[config.mk]
export PLATFORM = sky130hd
export DESIGN_NAME = bus_arbiter
export DESIGN_NICKNAME = d
export VERILOG_FILES = /design/src/rtl/bus_arbiter.sv
export SDC_FILE = /design/constraint.sdc
export NUM_CORES = 1
export LEC_CHECK = 0
export ABC_AREA = 1
export BUFFER_PORTS_ARGS = -buffer_cell sky130_fd_sc_hd__buf_4
export CAP_MARGIN = 20
export CELL_PAD_IN_SITES_DETAIL_PLACEMENT = 1
export CELL_PAD_IN_SITES_GLOBAL_PLACEMENT = 2
export CORE_MARGIN = 2
export CORE_UTILIZATION = 22
export DETAILED_ROUTE_END_ITERATION = 10
export PLACE_DENSITY_LB_ADDON = 0.1
export SYNTH_ARGS = -nofsm -noshare
export SYNTH_HDL_FRONTEND = slang
export SYNTH_SLANG_ARGS = --single-unit
[constraint.sdc]
create_clock -name clk_i -period 2.35 [get_ports clk_i]
set_clock_uncertainty 0.2 [all_clocks]
set_input_delay 0.1175 -clock clk_i [delete_from_list [all_inputs] [get_ports clk_i]]
set_output_delay 0.1175 -clock clk_i [all_outputs]
set_load 0.02 [all_outputs]
[src/rtl/bus_arbiter.sv]
// bus_arbiter: round-robin arbiter and transaction sequencer for the shared
// MSI snoop bus. One cache owns the bus at a time; its message is broadcast,
// snoop acks from every other cache are collected, then memory is read unless
// a cache supplied the line or the op needs no data.
//
// Optional feature: define BUS_ARB_WATCHDOG_EN to enable a SNOOP/MEM watchdog
// that aborts a transaction after SNOOP_TIMEOUT cycles (abort_o pulses with
// done_o). Without the macro the transaction waits indefinitely and abort_o
// is tied low.

module bus_arbiter #(
  parameter int unsigned NUM_PROCS     = 4,
  parameter int unsigned ADDR_SIZE     = 32,
  parameter int unsigned SNOOP_TIMEOUT = 15,
  localparam int unsigned IDX_W        = (NUM_PROCS > 1) ? $clog2(NUM_PROCS) : 1
) (
  input  logic                           clk_i,
  input  logic                           rst_i,
  input  logic [NUM_PROCS-1:0]           req_i,
  input  logic [2*NUM_PROCS-1:0]         req_op_i,
  input  logic [ADDR_SIZE*NUM_PROCS-1:0] req_addr_i,
  output logic [NUM_PROCS-1:0]           gnt_o,
  output logic                           bus_msg_valid_o,
  output logic [1:0]                     bus_msg_op_o,
  output logic [ADDR_SIZE-1:0]           bus_msg_addr_o,
  output logic [IDX_W-1:0]               bus_msg_src_o,
  input  logic [NUM_PROCS-1:0]           snoop_ack_i,
  input  logic [NUM_PROCS-1:0]           snoop_flush_i,
  output logic                           mem_rd_o,
  input  logic                           mem_ack_i,
  output logic [NUM_PROCS-1:0]           done_o,
  output logic                           abort_o
);

  // Bus message op encodings that never need a memory read
  localparam logic [1:0] OP_BUSUPGR = 2'b10;
  localparam logic [1:0] OP_FLUSH   = 2'b11;

  typedef enum logic [1:0] {
    S_IDLE  = 2'd0,
    S_SNOOP = 2'd1,
    S_MEM   = 2'd2,
    S_DONE  = 2'd3
  } state_e;

  // Reject configurations the arbiter cannot support
  if (NUM_PROCS < 1) begin : g_bad_procs
    $error("bus_arbiter: NUM_PROCS must be at least 1");
  end
  if (SNOOP_TIMEOUT < 1) begin : g_bad_timeout
    $error("bus_arbiter: SNOOP_TIMEOUT must be at least 1");
  end

  state_e                 state_q, state_d;
  logic [IDX_W-1:0]       ptr_q, ptr_d;
  logic [IDX_W-1:0]       win_q, win_d;
  logic [1:0]             op_q, op_d;
  logic [ADDR_SIZE-1:0]   addr_q, addr_d;
  logic [NUM_PROCS-1:0]   ack_q, ack_d;
  logic                   flush_q, flush_d;

  logic [1:0]             op_arr [NUM_PROCS];
  logic [ADDR_SIZE-1:0]   addr_arr [NUM_PROCS];

  logic                   pick_found_c;
  logic [IDX_W-1:0]       pick_idx_c;
  int unsigned            cand_c;
  logic [NUM_PROCS-1:0]   win_mask_c;
  logic                   ack_all_c;
  logic                   flush_hit_c;
  logic                   op_skips_mem_c;
  logic [IDX_W-1:0]       ptr_next_c;

`ifdef BUS_ARB_WATCHDOG_EN
  localparam int unsigned CNT_W = (SNOOP_TIMEOUT > 1) ? $clog2(SNOOP_TIMEOUT) : 1;

  logic [CNT_W-1:0]       cnt_q, cnt_d;
  logic                   abort_q, abort_d;
  logic                   timeout_c;

  // Last permitted SNOOP/MEM cycle has been reached without completion
  assign timeout_c = (cnt_q == CNT_W'(SNOOP_TIMEOUT - 1));
`endif

  // Unpack the flattened per-requester op and address fields
  for (genvar g = 0; g < NUM_PROCS; g++) begin : g_unpack
    assign op_arr[g]   = req_op_i[2*g +: 2];
    assign addr_arr[g] = req_addr_i[ADDR_SIZE*g +: ADDR_SIZE];
  end

  // Round-robin scan: first requester at or after ptr, wrapping
  always_comb begin : arb_scan
    pick_found_c = 1'b0;
    pick_idx_c   = '0;
    cand_c       = 0;
    for (int unsigned i = 0; i < NUM_PROCS; i++) begin
      cand_c = 32'(ptr_q) + i;
      if (cand_c >= NUM_PROCS) begin
        cand_c = cand_c - NUM_PROCS;
      end
      if (!pick_found_c && req_i[IDX_W'(cand_c)]) begin
        pick_found_c = 1'b1;
        pick_idx_c   = IDX_W'(cand_c);
      end
    end
  end

  // One-hot mask of the latched winner
  always_comb begin : win_decode
    win_mask_c        = '0;
    win_mask_c[win_q] = 1'b1;
  end

  // Snoop completion (including this cycle's acks) and line-supplied detection
  assign ack_all_c      = &(ack_q | snoop_ack_i | win_mask_c);
  assign flush_hit_c    = flush_q | (|(snoop_flush_i & snoop_ack_i & ~win_mask_c));
  assign op_skips_mem_c = (op_q == OP_BUSUPGR) || (op_q == OP_FLUSH);
  assign ptr_next_c     = (32'(win_q) >= NUM_PROCS - 1) ? '0 : win_q + IDX_W'(1);

  // Next-state and datapath update logic
  always_comb begin : next_state
    state_d = state_q;
    ptr_d   = ptr_q;
    win_d   = win_q;
    op_d    = op_q;
    addr_d  = addr_q;
    ack_d   = ack_q;
    flush_d = flush_q;
`ifdef BUS_ARB_WATCHDOG_EN
    cnt_d   = cnt_q;
    abort_d = 1'b0;
`endif
    unique case (state_q)
      S_IDLE: begin
        if (pick_found_c) begin
          win_d   = pick_idx_c;
          op_d    = op_arr[pick_idx_c];
          addr_d  = addr_arr[pick_idx_c];
          ack_d   = '0;
          flush_d = 1'b0;
`ifdef BUS_ARB_WATCHDOG_EN
          cnt_d   = '0;
`endif
          state_d = S_SNOOP;
        end
      end
      S_SNOOP: begin
        ack_d   = ack_q | snoop_ack_i;
        flush_d = flush_hit_c;
`ifdef BUS_ARB_WATCHDOG_EN
        cnt_d   = cnt_q + CNT_W'(1);
`endif
        if (ack_all_c) begin
          state_d = (op_skips_mem_c || flush_hit_c) ? S_DONE : S_MEM;
        end
`ifdef BUS_ARB_WATCHDOG_EN
        else if (timeout_c) begin
          state_d = S_DONE;
          abort_d = 1'b1;
        end
`endif
      end
      S_MEM: begin
`ifdef BUS_ARB_WATCHDOG_EN
        cnt_d = cnt_q + CNT_W'(1);
`endif
        if (mem_ack_i) begin
          state_d = S_DONE;
        end
`ifdef BUS_ARB_WATCHDOG_EN
        else if (timeout_c) begin
          state_d = S_DONE;
          abort_d = 1'b1;
        end
`endif
      end
      S_DONE: begin
        ptr_d   = ptr_next_c;
        state_d = S_IDLE;
      end
      default: begin
        state_d = S_IDLE;
      end
    endcase
  end

  // State and datapath registers
  always_ff @(posedge clk_i or posedge rst_i) begin
    if (rst_i) begin
      state_q <= S_IDLE;
      ptr_q   <= '0;
      win_q   <= '0;
      op_q    <= '0;
      addr_q  <= '0;
      ack_q   <= '0;
      flush_q <= 1'b0;
    end else begin
      state_q <= state_d;
      ptr_q   <= ptr_d;
      win_q   <= win_d;
      op_q    <= op_d;
      addr_q  <= addr_d;
      ack_q   <= ack_d;
      flush_q <= flush_d;
    end
  end

`ifdef BUS_ARB_WATCHDOG_EN
  // Watchdog counter and abort flag
  always_ff @(posedge clk_i or posedge rst_i) begin
    if (rst_i) begin
      cnt_q   <= '0;
      abort_q <= 1'b0;
    end else begin
      cnt_q   <= cnt_d;
      abort_q <= abort_d;
    end
  end

  assign abort_o = abort_q;
`else
  assign abort_o = 1'b0;
`endif

  // Outputs decoded purely from registered state
  always_comb begin : out_decode
    gnt_o           = '0;
    bus_msg_valid_o = 1'b0;
    mem_rd_o        = 1'b0;
    done_o          = '0;
    bus_msg_op_o    = op_q;
    bus_msg_addr_o  = addr_q;
    bus_msg_src_o   = win_q;
    unique case (state_q)
      S_SNOOP: begin
        gnt_o           = win_mask_c;
        bus_msg_valid_o = 1'b1;
      end
      S_MEM: begin
        gnt_o    = win_mask_c;
        mem_rd_o = 1'b1;
      end
      S_DONE: begin
        gnt_o  = win_mask_c;
        done_o = win_mask_c;
      end
      default: begin
      end
    endcase
  end

endmodule
==> results of run 1 <==
## critical path: stages (launching register included)
cell and delay (ps):
dfrtp_2 440, buf_6 150, nand2_4 60, nand2_4 70, nand2_2 80, nand2_2 60, nor2_4 140, nand3_2 110
nand2_4 120, nand2_8 80, buf_12 150, buf_4 140, clkbuf_16 160, nand2_1 60, nand2_1 60, nand2_1 50
nand3_1 70
## cell type report
class / instances / area, µm² / area share, %
diodes: 1 / 2.502 / 0.03630
clock buffers: 7 / 142.6 / 2.069
inverters: 104 / 399.1 / 5.789
multi-input cells: 425 / 2071 / 30.04
flip-flops and latches: 45 / 1129 / 16.37
well taps: 220 / 275.3 / 3.993
repair buffers: 323 / 2875 / 41.71
## routing by layer
layer | up-vias | GRT usage (%) | wire, µm
met5 | - | 0 | 0
met4 | 0 | 6.147 | 352
met3 | 26 | 3.463 | 748
met2 | 124 | 34.68 | 8807
met1 | 2333 | 20.50 | 6805
li1 | 2429 | - | -
## logic make-up (layout without fill, tap and decap cells)
kind of cell | count (synthesis) | in the layout
compound gates | 20 | 20
fa+ha+maj | 9 | 9
buf+inv | 133 | 434
flops | 45 | 45
other cells | 1 | 2
simple gates | 395 | 395
## synthesized netlist by cell type
cell,count
a21oi_1,7
a31oi_1,2
a41oi_1,1
buf_1,3
buf_2,10
buf_4,4
buf_6,5
clkbuf_1,7
conb_1,1
dfrtp_1,45
ha_1,9
inv_1,101
inv_2,3
nand2_1,236
nand2_2,5
nand2_4,2
nand3_1,97
nand3_2,3
nand3b_1,12
nand4_1,1
nor2_1,15
nor2_2,1
nor2_4,1
o2111ai_1,1
o21ai_0,8
o21ai_1,1
or2_0,11
or2_1,8
or2_2,3
## worst min-delay path by stage
| stage | startpoint | end | slack (ps) | cells after the start |
|---|---|---|---|---|
| CTS | req_addr_i[71] | bus_msg_addr_o[7]$_DFFE_PP0P_ | 20 | 7 |
| detailed placement | rst_i | bus_msg_addr_o[15]$_DFFE_PP0P_ | 40 | 2 |
| global placement | rst_i | bus_msg_addr_o[12]$_DFFE_PP0P_ | 40 | 2 |
| global route | req_addr_i[71] | bus_msg_addr_o[7]$_DFFE_PP0P_ | 50 | 7 |
| floorplan | snoop_ack_i[1] | ack_q[1]$_DFFE_PP0P_ | 80 | 2 |
| finish | req_addr_i[18] | bus_msg_addr_o[18]$_DFFE_PP0P_ | 20 | 7 |
## stage by stage
stage | power [mW] | TNS (ps) | hold slack (ps) | instances | util, %
after floorplan | 5.637 | 0 | 81.13 | 603 | -
after global placement | 7.776 | 0 | 42.77 | 1006 | 33.18
after detailed placement | 7.914 | 0 | 42.41 | 1006 | 33.18
after CTS | 8.801 | 0 | 18.08 | 1106 | 39.70
after global routing | 10.91 | -492.5 | 48.74 | 1124 | 41.85
final | 9.910 | 0 | 21.12 | 1125 | 41.87
## where the power goes
group          switching (mW)  internal [mW]
Combinational            4.34           3.38
Clock                   0.297          0.418
Sequential              0.281           1.19
## timing repair
item | in CTS | in global routing
resized for setup | 0 | 34
buffers inserted | 0 | 11
hold buffers | 93 | 0
setup endpoints to repair | 0 | 38
endpoints found under the hold margin | 49 | 0
## sequential cells by signal (all words and copies together), names as in the netlist
| register | flops |
|---|---|
| flush_q | 1 |
| bus_msg_op_o | 2 |
| ptr_q | 2 |
| state_q | 2 |
| bus_msg_addr_o | 32 |
| bus_msg_src_o | 2 |
| ack_q | 4 |
==> key figures, run 1 <==
Run status
  – Result of the run: complete, no violations

Finish
  – Area Overhead vs Synth: 87.35%
  – Most frequent cells in the layout: nand2_1, buf_4, inv_1, nand3_1, dlygate4sd3_1
  – Share of layout cells above drive strength 1: slightly above 30%
  – Number of inserted filler cells in the final layout: 2080
  – Final design instance area without fill: ~7000 µm²
  – Most common cell after layout, fill and taps aside: nand2_1
  – Final-stage net count: 1064

Detailed routing
  – Drt first pass iters: 4
  – Via count: approximately 4900
  – Antenna violation net count after detailed routing: 0
  – Remaining design rule violation count: 0
  – Aggregate routed wire length: between 15 and 20 mm
  – Vias per inst: 4.366
  – DR iter-0 viols: 88
  – Post-DR wirelength/cell: between 10 and 15 µm

CTS
  – Clock edge transition at the registers on the reported setup and hold paths: ~60 ps
  – H-tree depth: 2
  – Clock tree from TritonCTS: done
  – Root buffer cell: clkbuf_16
  – Clk buf depth: 2
  – Number of sinks handled by clock tree synthesis: 45
  – Number of buffers inserted during clock tree synthesis: 5
  – Clock latency of the later-clocked register in the worst-skew pair: a little under 300 ps

GRT
  – Pin count of the biggest net entering global routing: 32
  – Global-route total usage across every layer: a little under a fifth
  – Global-route wire length before repair: roughly 26 mm
  – Total grt overflow: 0
  – Via count of the first global-routing pass: 5383
  – Initial antenna violation count: 0

Pwr
  – Standby leakage power: about 3.8 nW
  – Power per unit of standard cell area: between 1000 and 1500 nW/µm²
  – Maximum resistive drop on vdd: around 0.57 mV

Setup path
  – Startpoint of the worst register-to-register path: ptr_q[0]$_DFFE_PP0P_
  – Critical path data arrival time: about 2300 ps
  – Endpoint of the worst register-to-register path: bus_msg_addr_o[17]$_DFFE_PP0P_
  – Number of cell instances on the worst register-to-register path: 16
  – Critical Path Sink Type: flip-flop
  – Worst setup SP type: flip-flop
  – Reg2Reg Setup Slack: roughly 47 ps
  – Crit. Startpoint: ptr_q[0]$_DFFE_PP0P_
  – Largest fanout on the critical path: 8
  – Startpoint-to-endpoint class of the critical path: reg -> reg
  – Critical Path Sink: bus_msg_addr_o[17]$_DFFE_PP0P_
  – Required @ worst endpoint: approximately 2300 ps

Timing
  – Min setup slack post-route: between 40 and 50 ps
  – Period utilisation layout: between 90% and 100%
  – Max Freq: approximately 430 MHz
  – Count of final setup violators: 0
  – Number of max-slew violations in the final report: 0
  – Final critical path time including I/O delays and setup: 2303 ps
  – Worst slew slack as a fraction of its limit: between 50 and 60%
  – Count of endpoints failing hold in the final timing report: 0
  – Least-Margin Pin Slew: about 620 ps
  – Unrepaired setup endpoints after global routing: yes

Floorplan
  – Row Count: 47
  – Effective utilization at floorplan: 22.35%
  – Number of ports placed on the die boundary: 198
  – Die outline area: between 15000 and 20000 µm²
  – Die X-Extent: between 100 and 150 µm
  – Vertical die dimension: about 130 µm
  – Core area: 16470 µm²

Placed design
  – Placed inst area: 5463 µm²
  – Routability-driven placement congestion ratio: 0.8019
  – Post-DP HPWL: between 10 and 15 mm
  – Worst setup slack before clock tree synthesis: 87.34 ps
  – IO Port Bufs: ~200

Synth
  – Leading post-synthesis cells by cell area: dfrtp_1, nand2_1, nand3_1, inv_1, ha_1
  – Number of instances in the synthesized netlist: ~600
  – Post-synthesis register bit count: between 40 and 50
  – Mux cell area share after synthesis: 0%
  – Post-synthesis cell type count: 29
  – Basic-gate share of the synthesized area counting and, or, nand and nor cells: 47.91%
  – Top cell type's share of synthesized area: 30.60%
  – Compound-cell area share of the yosys netlist: ~3.0%
  – Largest family of logic cells by synthesized area: simple AND/OR/NAND/NOR gates
  – Dominant cell type by area after synthesis: dfrtp_1
  – Xor/xnor share of the synthesized area: 0%
  – Number of nets in the synthesized netlist: around 760
  – Cell Area, Synth: 3680 µm²
  – Sequential area share after synthesis: between 30% and 40%
  – Post-synthesis adder-cell area fraction: under 10%
  – Mapped Avg Cell Area: a little over 6 µm²
  – YS warnings: 0

Worst hold path
  – Path type of the worst min-delay path: in -> reg

Run
  – Max Cap Viol: 0
(Power assumes the default switching activity.)
==> run 2, diff against run 1 <==
Settings changed: RECOVER_POWER set to 25.
==> run 2 against run 1 <==
Against the previous run:
- sequential power about the same
- count of clock-buffer cells in the layout unchanged
- routed wire length about the same
- maximum frequency about the same
- flip-flop and latch count unchanged
- final area down 1.3%
- total power down 1.8%
- die area unchanged
- setup slack about the same
- register-to-register slack about the same
- sequential share of layout area up 0.22 points
- core utilization down 0.55 points
- critical path type unchanged
- highest routed layer unchanged
==> key figures, run 2 (synthesized netlist as in run 1, its figures left out) <==
Run status
  – Result of the run: complete, no violations (unchanged)

Finish
  – Number of flip-flops in the largest register: 32 (unchanged)
  – Share of the core filled with cells in the final layout: 41.32% (was 41.87%)
  – Most common cell after layout, fill and taps aside: nand2_1 (unchanged)
  – Share of layout cells above drive strength 1: 27.77% (was 30.53%)
  – Final design instance area without fill: 6804 µm² (was 6894 µm²)
  – Final-stage net count: 1064 (unchanged)
  – Most frequent cells in the layout: nand2_1, buf_4, inv_1, nand3_1, dlygate4sd3_1 (unchanged)
  – Final Non-Filler Cells: 1125 (unchanged)
  – Area Overhead vs Synth: 84.90% (was 87.35%)

Detailed routing
  – Remaining design rule violation count: 0 (unchanged)
  – Met3 routed wirelength: 721 µm (was 748 µm)
  – Vias per inst: 4.372 (was 4.366)
  – Antenna violation net count after detailed routing: 0 (unchanged)
  – Met1 Wirelength: 6.813 mm (was 6.805 mm)
  – Uppermost signal routing layer after detailed routing: met4 (unchanged)
  – Post-DR wirelength/cell: 14.84 µm (was 14.86 µm)
  – Drt first pass iters: 4 (unchanged)
  – Aggregate routed wire length: 16.70 mm (was 16.71 mm)
  – Via count: 4919 (was 4912)
  – Met2 routed WL: 8.818 mm (was 8.807 mm)
  – DR iter-0 viols: 112 (was 88)

Pwr
  – Standby leakage power: 3.715 nW (was 3.806 nW)
  – Maximum resistive drop on vdd: 0.5602 mV (was 0.5679 mV)
  – Power per unit of standard cell area: 1430 nW/µm² (was 1437 nW/µm²)
  – Power, Total: 9.732 mW (was 9.910 mW)

Floorplan
  – Core area: 16470 µm² (unchanged)
  – Die outline area: 17780 µm² (unchanged)
  – Number of ports placed on the die boundary: 198 (unchanged)
  – Effective utilization at floorplan: 22.35% (unchanged)
  – Die X-Extent: 133.3 µm (unchanged)
  – Row Count: 47 (unchanged)
  – Vertical die dimension: 133.3 µm (unchanged)

CTS
  – Clock edge transition at the registers on the reported setup and hold paths: 60 ps (about the same)
  – H-tree depth: 2 (unchanged)
  – Root buffer cell: clkbuf_16 (unchanged)
  – Number of buffers inserted during clock tree synthesis: 5 (unchanged)
  – Clk buf depth: 2 (unchanged)
  – Clock latency of the later-clocked register in the worst-skew pair: 290 ps (about the same)
  – Clock tree from TritonCTS: done (unchanged)
  – Number of sinks handled by clock tree synthesis: 45 (unchanged)

Setup path
  – Largest fanout on the critical path: 8 (unchanged)
  – Critical Path Sink: bus_msg_addr_o[17]$_DFFE_PP0P_ (unchanged)
  – Endpoint of the worst register-to-register path: bus_msg_addr_o[17]$_DFFE_PP0P_ (unchanged)
  – Critical path data arrival time: 2280 ps (about the same)
  – Largest delay share family, worst path: simple AND/OR/NAND/NOR gates (unchanged)
  – Worst setup SP type: flip-flop (unchanged)
  – Slowest library cell on the worst path: dfrtp_2 (unchanged)
  – Peak per-stage delay on the critical path: 440 ps (about the same)
  – Count of buffering cells on the critical path with inverters included: 4 (unchanged)
  – Critical Path Sink Type: flip-flop (unchanged)
  – Number of cell instances on the worst register-to-register path: 16 (unchanged)
  – Depth of the critical timing path with buffers and inverters included: 16 (unchanged)
  – Startpoint of the worst register-to-register path: ptr_q[0]$_DFFE_PP0P_ (unchanged)
  – Startpoint-to-endpoint class of the critical path: reg -> reg (unchanged)
  – Reg2Reg Setup Slack: 50 ps (about the same)
  – Crit. Startpoint: ptr_q[0]$_DFFE_PP0P_ (unchanged)
  – Required @ worst endpoint: 2330 ps (about the same)
  – Worst-path cell chain: buf_6 > nand2_4 > nand2_4 > nand2_2 > nand2_2 > nor2_4 > nand3_2 > nand2_4 > nand2_8 > buf_12 > buf_4 > clkbuf_16 > nand2_1 > nand2_1 > nand2_1 > nand3_1 (unchanged)

GRT
  – Global-route wire length before repair: 26.12 mm (unchanged)
  – Pin count of the biggest net entering global routing: 32 (unchanged)
  – Initial antenna violation count: 0 (unchanged)
  – Total grt overflow: 0 (unchanged)
  – Via count of the first global-routing pass: 5383 (unchanged)
  – Global-route total usage across every layer: 18.34% (unchanged)

Placed design
  – Number of cells in the design after placement: 1006 (unchanged)
  – Post-DP HPWL: 11.40 mm (unchanged)
  – IO Port Bufs: 196 (unchanged)
  – Routability-driven placement congestion ratio: 0.8019 (unchanged)
  – Placed inst area: 5463 µm² (unchanged)

Timing
  – Period utilisation layout: 98.01% (was 97.99%)
  – Max Freq: 434.2 MHz (was 434.3 MHz)
  – Least-Margin Pin Slew: 1118 ps (was 620.3 ps)
  – Count of endpoints failing hold in the final timing report: 0 (unchanged)
  – Count of final setup violators: 0 (unchanged)
  – Final setup TNS: 0 ps (unchanged)
  – Final critical path time including I/O delays and setup: 2303 ps (about the same)
  – Unrepaired setup endpoints after global routing: yes (unchanged)
  – Number of max-slew violations in the final report: 0 (unchanged)
  – Worst slew slack as a fraction of its limit: 25.36% (was 58.59%)

Run
  – Max Cap Viol: 0 (unchanged)

Worst hold path
  – Path type of the worst min-delay path: in -> reg (unchanged)
-- run 2: how the worst min path moves through the flow --
stage	startpoint	end	slack (ps)	depth (start not counted)
floorplan	snoop_ack_i[1]	ack_q[1]$_DFFE_PP0P_	80	2
global placement	rst_i	bus_msg_addr_o[12]$_DFFE_PP0P_	40	2
detailed placement	rst_i	bus_msg_addr_o[15]$_DFFE_PP0P_	40	2
CTS	req_addr_i[71]	bus_msg_addr_o[7]$_DFFE_PP0P_	20	7
global route	req_addr_i[71]	bus_msg_addr_o[7]$_DFFE_PP0P_	50	7
finish	req_addr_i[71]	bus_msg_addr_o[7]$_DFFE_PP0P_	20	7
-- run 2: cell type report --
type,instances,area (µm²)
Sequential cell,45,1129
Fill cell,2097,9662
Multi-Input combinational cell,425,2071
Clock buffer,7,142.6
Antenna cell,1,2.502
Inverter,104,399.1
Timing Repair Buffer,323,2785
Tap cell,220,275.3
-- run 2: worst min-delay path, delay by kind of cell --
family | cells | cell delay, ps
AND/OR/NAND/NOR | 5 | 250
buffers and inverters | 2 | 110
-- run 2: per-stage QoR --
stage	setup slack [ps]	hold WS (ps)
3_5_place_dp	87.34	42.41
3_3_place_gp	137.3	42.77
6_report	46.75	21.43
4_1_cts	77.93	18.08
5_1_grt	-65.75	48.74
2_1_floorplan	328.7	81.13
-- run 2: what timing repair did --
action | 4_1_cts | 5_1_grt
gates resized for setup | 0 | 34
endpoints found under the setup margin | 0 | 38
endpoints found under the hold margin | 49 | 0
buffers inserted | 0 | 11
hold buffers | 93 | 0
-- run 2: report_power, final --
part	switching, mW	total [mW]	internal, mW
sequential	0.276	1.47	1.19
combinational	4.33	7.55	3.22
clock	0.297	0.716	0.418
total	4.90	9.73	4.83
-- run 2: per-layer routing --
| metal | global-route usage, % | vias up |
|---|---|---|
| met1 | 20.50 | 2339 |
| met3 | 3.463 | 26 |
| met5 | 0 | - |
| li1 | - | 2430 |
| met4 | 6.147 | 0 |
| met2 | 34.68 | 124 |
